--- src/rtl/muon_trig_gen.sv ---
// Muon trigger generator: per-channel discriminators, coincidence stretch,
// and per-trigger edge/holdoff firing with 16-bit fire counters (3-clock latency).
module muon_trig_gen #(
    parameter int ADC_WIDTH = 12,
    parameter int NUM_TRIGS = 4
) (
    input  logic                 CLK120,
    input  logic                 RESET,
    input  logic [ADC_WIDTH-1:0] ADC0,
    input  logic [ADC_WIDTH-1:0] ADC1,
    input  logic [ADC_WIDTH-1:0] ADC2,
    input  logic [ADC_WIDTH-1:0] ADC_SSD,
    input  logic [ADC_WIDTH-1:0] MUON_THR0,
    input  logic [ADC_WIDTH-1:0] MUON_THR1,
    input  logic [ADC_WIDTH-1:0] MUON_THR2,
    input  logic [ADC_WIDTH-1:0] MUON_THR3,
    input  logic [3:0]           MUON_TRIG_WINDOW,
    input  logic [31:0]          MUON_TRIG1_CFG,
    input  logic [31:0]          MUON_TRIG2_CFG,
    input  logic [31:0]          MUON_TRIG3_CFG,
    input  logic [31:0]          MUON_TRIG4_CFG,
    input  logic                 MUON_CNT_CLR,
    output logic [NUM_TRIGS-1:0] MUON_TRIG_OUT,
    output logic [15:0]          MUON_TRIG_CNT1,
    output logic [15:0]          MUON_TRIG_CNT2,
    output logic [15:0]          MUON_TRIG_CNT3,
    output logic [15:0]          MUON_TRIG_CNT4
);
    localparam int NCH = 4;
    localparam int NTR = 4;

    logic [ADC_WIDTH-1:0] adc [NCH];
    logic [ADC_WIDTH-1:0] thr [NCH];
    logic [31:0]          cfg [NTR];
    logic                 cfg_unused;

    assign adc[0] = ADC0;
    assign adc[1] = ADC1;
    assign adc[2] = ADC2;
    assign adc[3] = ADC_SSD;
    assign thr[0] = MUON_THR0;
    assign thr[1] = MUON_THR1;
    assign thr[2] = MUON_THR2;
    assign thr[3] = MUON_THR3;
    assign cfg[0] = MUON_TRIG1_CFG;
    assign cfg[1] = MUON_TRIG2_CFG;
    assign cfg[2] = MUON_TRIG3_CFG;
    assign cfg[3] = MUON_TRIG4_CFG;
    assign cfg_unused = ^{MUON_TRIG1_CFG[31:16], MUON_TRIG2_CFG[31:16],
                          MUON_TRIG3_CFG[31:16], MUON_TRIG4_CFG[31:16]};

    logic [NCH-1:0] above_q;
    logic [NCH-1:0] stretch_q;
    logic [3:0]     win_q [NCH];

    always_ff @(posedge CLK120) begin
        if (RESET) begin
            above_q   <= '0;
            stretch_q <= '0;
            for (int c = 0; c < NCH; c++) win_q[c] <= '0;
        end else begin
            for (int c = 0; c < NCH; c++) begin
                above_q[c]   <= adc[c] > thr[c];
                stretch_q[c] <= above_q[c] | (win_q[c] != 4'd0);
                if (above_q[c])
                    win_q[c] <= MUON_TRIG_WINDOW;
                else if (win_q[c] != 4'd0)
                    win_q[c] <= win_q[c] - 4'd1;
            end
        end
    end

    function automatic logic [2:0] popcount4(input logic [3:0] v);
        popcount4 = 3'(v[0]) + 3'(v[1]) + 3'(v[2]) + 3'(v[3]);
    endfunction

    logic [NTR-1:0] cond;
    logic [NTR-1:0] fire;
    logic [NTR-1:0] cond_prev_q;
    logic [NTR-1:0] fire_q;
    logic [7:0]     hold_q [NTR];
    logic [15:0]    cnt_q [NTR];

    // Fire only on a rising COND edge seen while holdoff is idle.
    always_comb begin
        cond = '0;
        fire = '0;
        for (int i = 0; i < NTR; i++) begin
            cond[i] = cfg[i][7] && (cfg[i][6:4] != 3'd0) &&
                      (popcount4(stretch_q & cfg[i][3:0]) >= cfg[i][6:4]);
            fire[i] = cond[i] && !cond_prev_q[i] && (hold_q[i] == 8'd0);
        end
    end

    always_ff @(posedge CLK120) begin
        if (RESET) begin
            cond_prev_q <= '0;
            fire_q      <= '0;
            for (int i = 0; i < NTR; i++) begin
                hold_q[i] <= '0;
                cnt_q[i]  <= '0;
            end
        end else begin
            cond_prev_q <= cond;
            fire_q      <= fire;
            for (int i = 0; i < NTR; i++) begin
                if (fire[i])
                    hold_q[i] <= cfg[i][15:8];
                else if (hold_q[i] != 8'd0)
                    hold_q[i] <= hold_q[i] - 8'd1;
                if (MUON_CNT_CLR)
                    cnt_q[i] <= '0;
                else if (fire[i])
                    cnt_q[i] <= cnt_q[i] + 16'd1;
            end
        end
    end

    for (genvar j = 0; j < NUM_TRIGS; j++) begin : g_out
        if (j < NTR) begin : g_used
            assign MUON_TRIG_OUT[j] = fire_q[j];
        end else begin : g_none
            assign MUON_TRIG_OUT[j] = 1'b0;
        end
    end

    assign MUON_TRIG_CNT1 = cnt_q[0];
    assign MUON_TRIG_CNT2 = cnt_q[1];
    assign MUON_TRIG_CNT3 = cnt_q[2];
    assign MUON_TRIG_CNT4 = cnt_q[3];
endmodule

--- config.mk ---
export PLATFORM = sky130hd
export DESIGN_NAME = muon_trig_gen
export DESIGN_NICKNAME = d
export VERILOG_FILES = /design/src/rtl/muon_trig_gen.sv
export SDC_FILE = /design/constraint.sdc
export NUM_CORES = 1
export LEC_CHECK = 0
export CORE_MARGIN = 2
export CORE_UTILIZATION = 42
export CTS_CLUSTER_SIZE = 10
export DETAILED_ROUTE_END_ITERATION = 8
export PLACE_DENSITY_LB_ADDON = 0.15
export SYNTH_ARGS = -nofsm -noshare
export SYNTH_HDL_FRONTEND = slang
export SYNTH_SLANG_ARGS = --single-unit
--- constraint.sdc ---
create_clock -name CLK120 -period 4.1 [get_ports CLK120]
set_input_delay 0.41 -clock CLK120 [delete_from_list [all_inputs] [get_ports CLK120]]
set_output_delay 0.41 -clock CLK120 [all_outputs]
set_load 0.01 [all_outputs]
==> impl_metrics.env <==
export IMPL_status="finished, final reports clean"
export IMPL_met2_usage_pct=33.8
export IMPL_overflow=0
export IMPL_crit_path_end_kind="register"
export IMPL_drtAntennaViolNets=0
export IMPL_drc=0
export IMPL_post_cts_buffers=0
export IMPL_drt_iter0_markers=291
export IMPL_synthMuxAreaShare_pct=0.237
export IMPL_crit_path_start_kind="input port"
export IMPL_hold_class="in2reg"
export IMPL_switching_share_pct=30.9
export IMPL_wire_per_inst_um=14.0
export IMPL_worst_ep_required_time_ns=4.17
export IMPL_max_slew_margin_pct=50.9
export IMPL_cp_slowest_cell="nor4b_4"
export IMPL_die_h_um=146
export IMPL_worst_pin_slew_ns=0.731
export IMPL_root_buffer="clkbuf_16"
export IMPL_syn_avg_cell_area_um2=9.73
export IMPL_fmax_mhz=296
export IMPL_rsz0062_at_grt="false"
export IMPL_h_tree_depth=4
export IMPL_cts_made_buffers=17
export IMPL_p_leak_nw=4.65
export IMPL_p_switching_w=0.00165
export IMPL_antenna_cells=0
export IMPL_synthesis_nets=1186
export IMPL_clkTransAtPathRegs_ns=0.06
export IMPL_n_fill_cell=1703
export IMPL_crit_arrival_ns=3.46
export IMPL_viasPerCell=4.95
export IMPL_synth_top_family_by_area="simple AND/OR/NAND/NOR gates"
export IMPL_synth_edf_count=112
export IMPL_ys_types=47
export IMPL_yosys_warnings=0
export IMPL_clk_latency_ns=0.42
export IMPL_tns_ns=0
export IMPL_yosysTopAreaCell="edfxtp_1"
export IMPL_grt_max_degree=46
export IMPL_synth_simple_area_share_pct=21.3
export IMPL_p_seq_share_pct=37.8
export IMPL_hold_slack_ns=0.529
export IMPL_p_int_w=0.00369
export IMPL_nets=1431
export IMPL_cts_hold_buf=0
export IMPL_report_final_slew_viol_count=0
export IMPL_synthFlopType="edfxtp_1"
export IMPL_criticalPathCategory="in2reg"
export IMPL_grt_first_pass_wirelength_mm=32.5
export IMPL_synth_compound_area_share_pct=8.33
export IMPL_io_buffers=234
export IMPL_synth_xor_xnor_area_share_pct=8.40
export IMPL_top_usage_layer="met2"
export IMPL_pwr_density_cell_nw_per_um2=454
export IMPL_crit_chain="clkdlybuf4s50_1 -> and2_1 -> fa_1 -> ha_1 -> ha_1 -> ha_1 -> a21o_1 -> a21oi_1 -> nor4b_4 -> or3_1"
export IMPL_finalWirelength_mm=19.5
export IMPL_area_growth_pct=39.3
export IMPL_finalSetupViolCount=0
export IMPL_synth_area_um2=8450
export IMPL_grt_usage_pct=18.6
export IMPL_finalHoldViolations=0
export IMPL_ios=299
export IMPL_grt_pass1_vias=6924
export IMPL_skew_ns=0.0114
export IMPL_vdd_drop_max_mv=0.238
export IMPL_clock_sinks=128
export IMPL_hpwlAfterDp_mm=15.1
export IMPL_cts_resized=0
export IMPL_synthAdderAreaFrac_pct=13.2
export IMPL_maxCapViolCount=0
export IMPL_layout_min_cycle_time_ns=3.38
export IMPL_gp_congestion=0.806
export IMPL_grt_met3_usage_pct=4.36
export IMPL_grt_antenna_before_repair=0
export IMPL_cts_max_path_buffers=2
export IMPL_synthDominantCellAreaShare_pct=39.8
export IMPL_synthArstFlopShare_pct=0
export IMPL_start_util_pct=43.1
export IMPL_synth_seq_cells=128
export IMPL_die_area_um2=21300
export IMPL_seq_area_frac_synth_pct=43.6
export IMPL_combPwrFrac_pct=30.6
export IMPL_num_vias=6889
export IMPL_cp_max_fo=10
export IMPL_use_met1_pct=22.0
export IMPL_core_um2=19600
export IMPL_drive_gt1_share_pct=5.51
export IMPL_synth_area_top_cells="edfxtp_1 (40%), ha_1 (12%), nor2_1 (5.3%), xor2_1 (4.8%), dfxtp_1 (3.8%)"
export IMPL_rows=51
export IMPL_cpMostUsedCell="ha_1"
export IMPL_first_pass_iters=4
export IMPL_die_w_um=146
export IMPL_period_share_pct=82.5
export IMPL_synthCells=868
export IMPL_cts_tree="yes"
export IMPL_clock_power_share_pct=31.6
export IMPL_slowest_delay_ns=0.55
[per-stage QoR]
step	worst slack, ns	utilization (%)	total power (W)	instances	cell area (um2)
after floorplan	0.0963	-	0.00314	868	8450
after global placement	0.280	56.7	0.00365	1359	11100
after detailed placement	0.253	56.7	0.00369	1359	11100
after CTS	0.677	60.1	0.00540	1391	11800
after global routing	0.509	60.1	0.00572	1391	11800
final	0.717	60.1	0.00535	1391	11800
[per-layer routing]
| metal | up-vias | wire length, um |
|---|---|---|
| li1 | 3524 | - |
| met1 | 3177 | 8410 |
| met2 | 174 | 9790 |
| met3 | 14 | 1060 |
| met4 | 0 | 210 |
| met5 | - | 0 |
[cell usage after synthesis, types with 3 or more instances]
cell,instances
fa_1,4
ha_1,83
nor2_4,8
buf_2,7
nand3_1,31
or3_1,7
a21o_1,6
nor4_1,3
inv_1,84
clkbuf_1,10
a21oi_1,43
nand2_1,62
nand4_1,23
o21bai_1,3
and2_1,18
edfxtp_1,112
dfxtp_1,16
o21ai_0,8
nand2b_1,18
nor2b_1,4
o211ai_1,4
nand3b_1,5
xnor2_1,35
o2bb2ai_1,8
nor4b_1,3
and3_1,11
xor2_1,46
a211oi_1,7
nor2_1,120
nor3_1,28
o31ai_1,6
o21ai_1,23
[power by group through the flow]
stage               combinational [W]  clock (W)  sequential, W
finish                        0.00164    0.00169        0.00202
CTS                           0.00166    0.00171        0.00202
global route                  0.00189    0.00176        0.00206
detailed placement            0.00164          0        0.00205
floorplan                     0.00115          0        0.00199
global placement              0.00161          0        0.00204
[worst max-delay path, delay by kind of cell]
kind / cells / cell delay [ns]
fa+ha+maj: 4 / 1.31
compound gates: 2 / 0.21
buf+inv: 1 / 0.39
simple gates: 3 / 1.13
[placed cells by master, fill, tap and decap left out, drive strengths merged, types with 31 or more instances in the layout]
cell	count
nand3	31
inv	89
nand2	62
clkdlybuf4s50	233
o21ai	31
edfxtp	112
xnor2	35
xor2	46
a21oi	43
nor2	130
ha	83
[final timing paths]
check / start / to / slack, ns / depth (start not counted)
worst min-delay path: RESET / hold_q[3][2]$_DFFE_PP_ / 0.53 / 4
worst min register to register: above_q[2]$_SDFF_PP0_ / stretch_q[2]$_SDFF_PP0_ / 0.60 / 2
worst max-delay path: MUON_TRIG1_CFG[0] / hold_q[0][6]$_SDFFCE_PN0P_ / 0.72 / 10
worst max register to register: stretch_q[3]$_SDFF_PP0_ / hold_q[0][6]$_SDFFCE_PN0P_ / 0.72 / 9
[kinds of logic after synthesis]
kind of cell | count (synthesis)
mux | 2
simple gates | 352
fa+ha+maj | 87
flops | 128
buf+inv | 104
xor+xnor | 81
compound gates | 114
[state kept, by name, summed over array words and instances, names as in the netlist]
register and cells:
MUON_TRIG_OUT 4, above_q 4, cnt_q 64, cond_prev_q 4
hold_q 32, stretch_q 4, win_q 16
[final cells by class]
cell class / count / area (um2) / share of cell area (%)
Multi-Input combinational cell: 636 / 4350 / 37.0
Inverter: 84 / 315 / 2.68
Tap cell: 265 / 332 / 2.82
Sequential cell: 128 / 3680 / 31.3
Clock buffer: 18 / 429 / 3.65
Timing Repair Buffer: 246 / 2430 / 20.6
Clock inverter: 14 / 228 / 1.94
(Power assumes the default switching activity.)
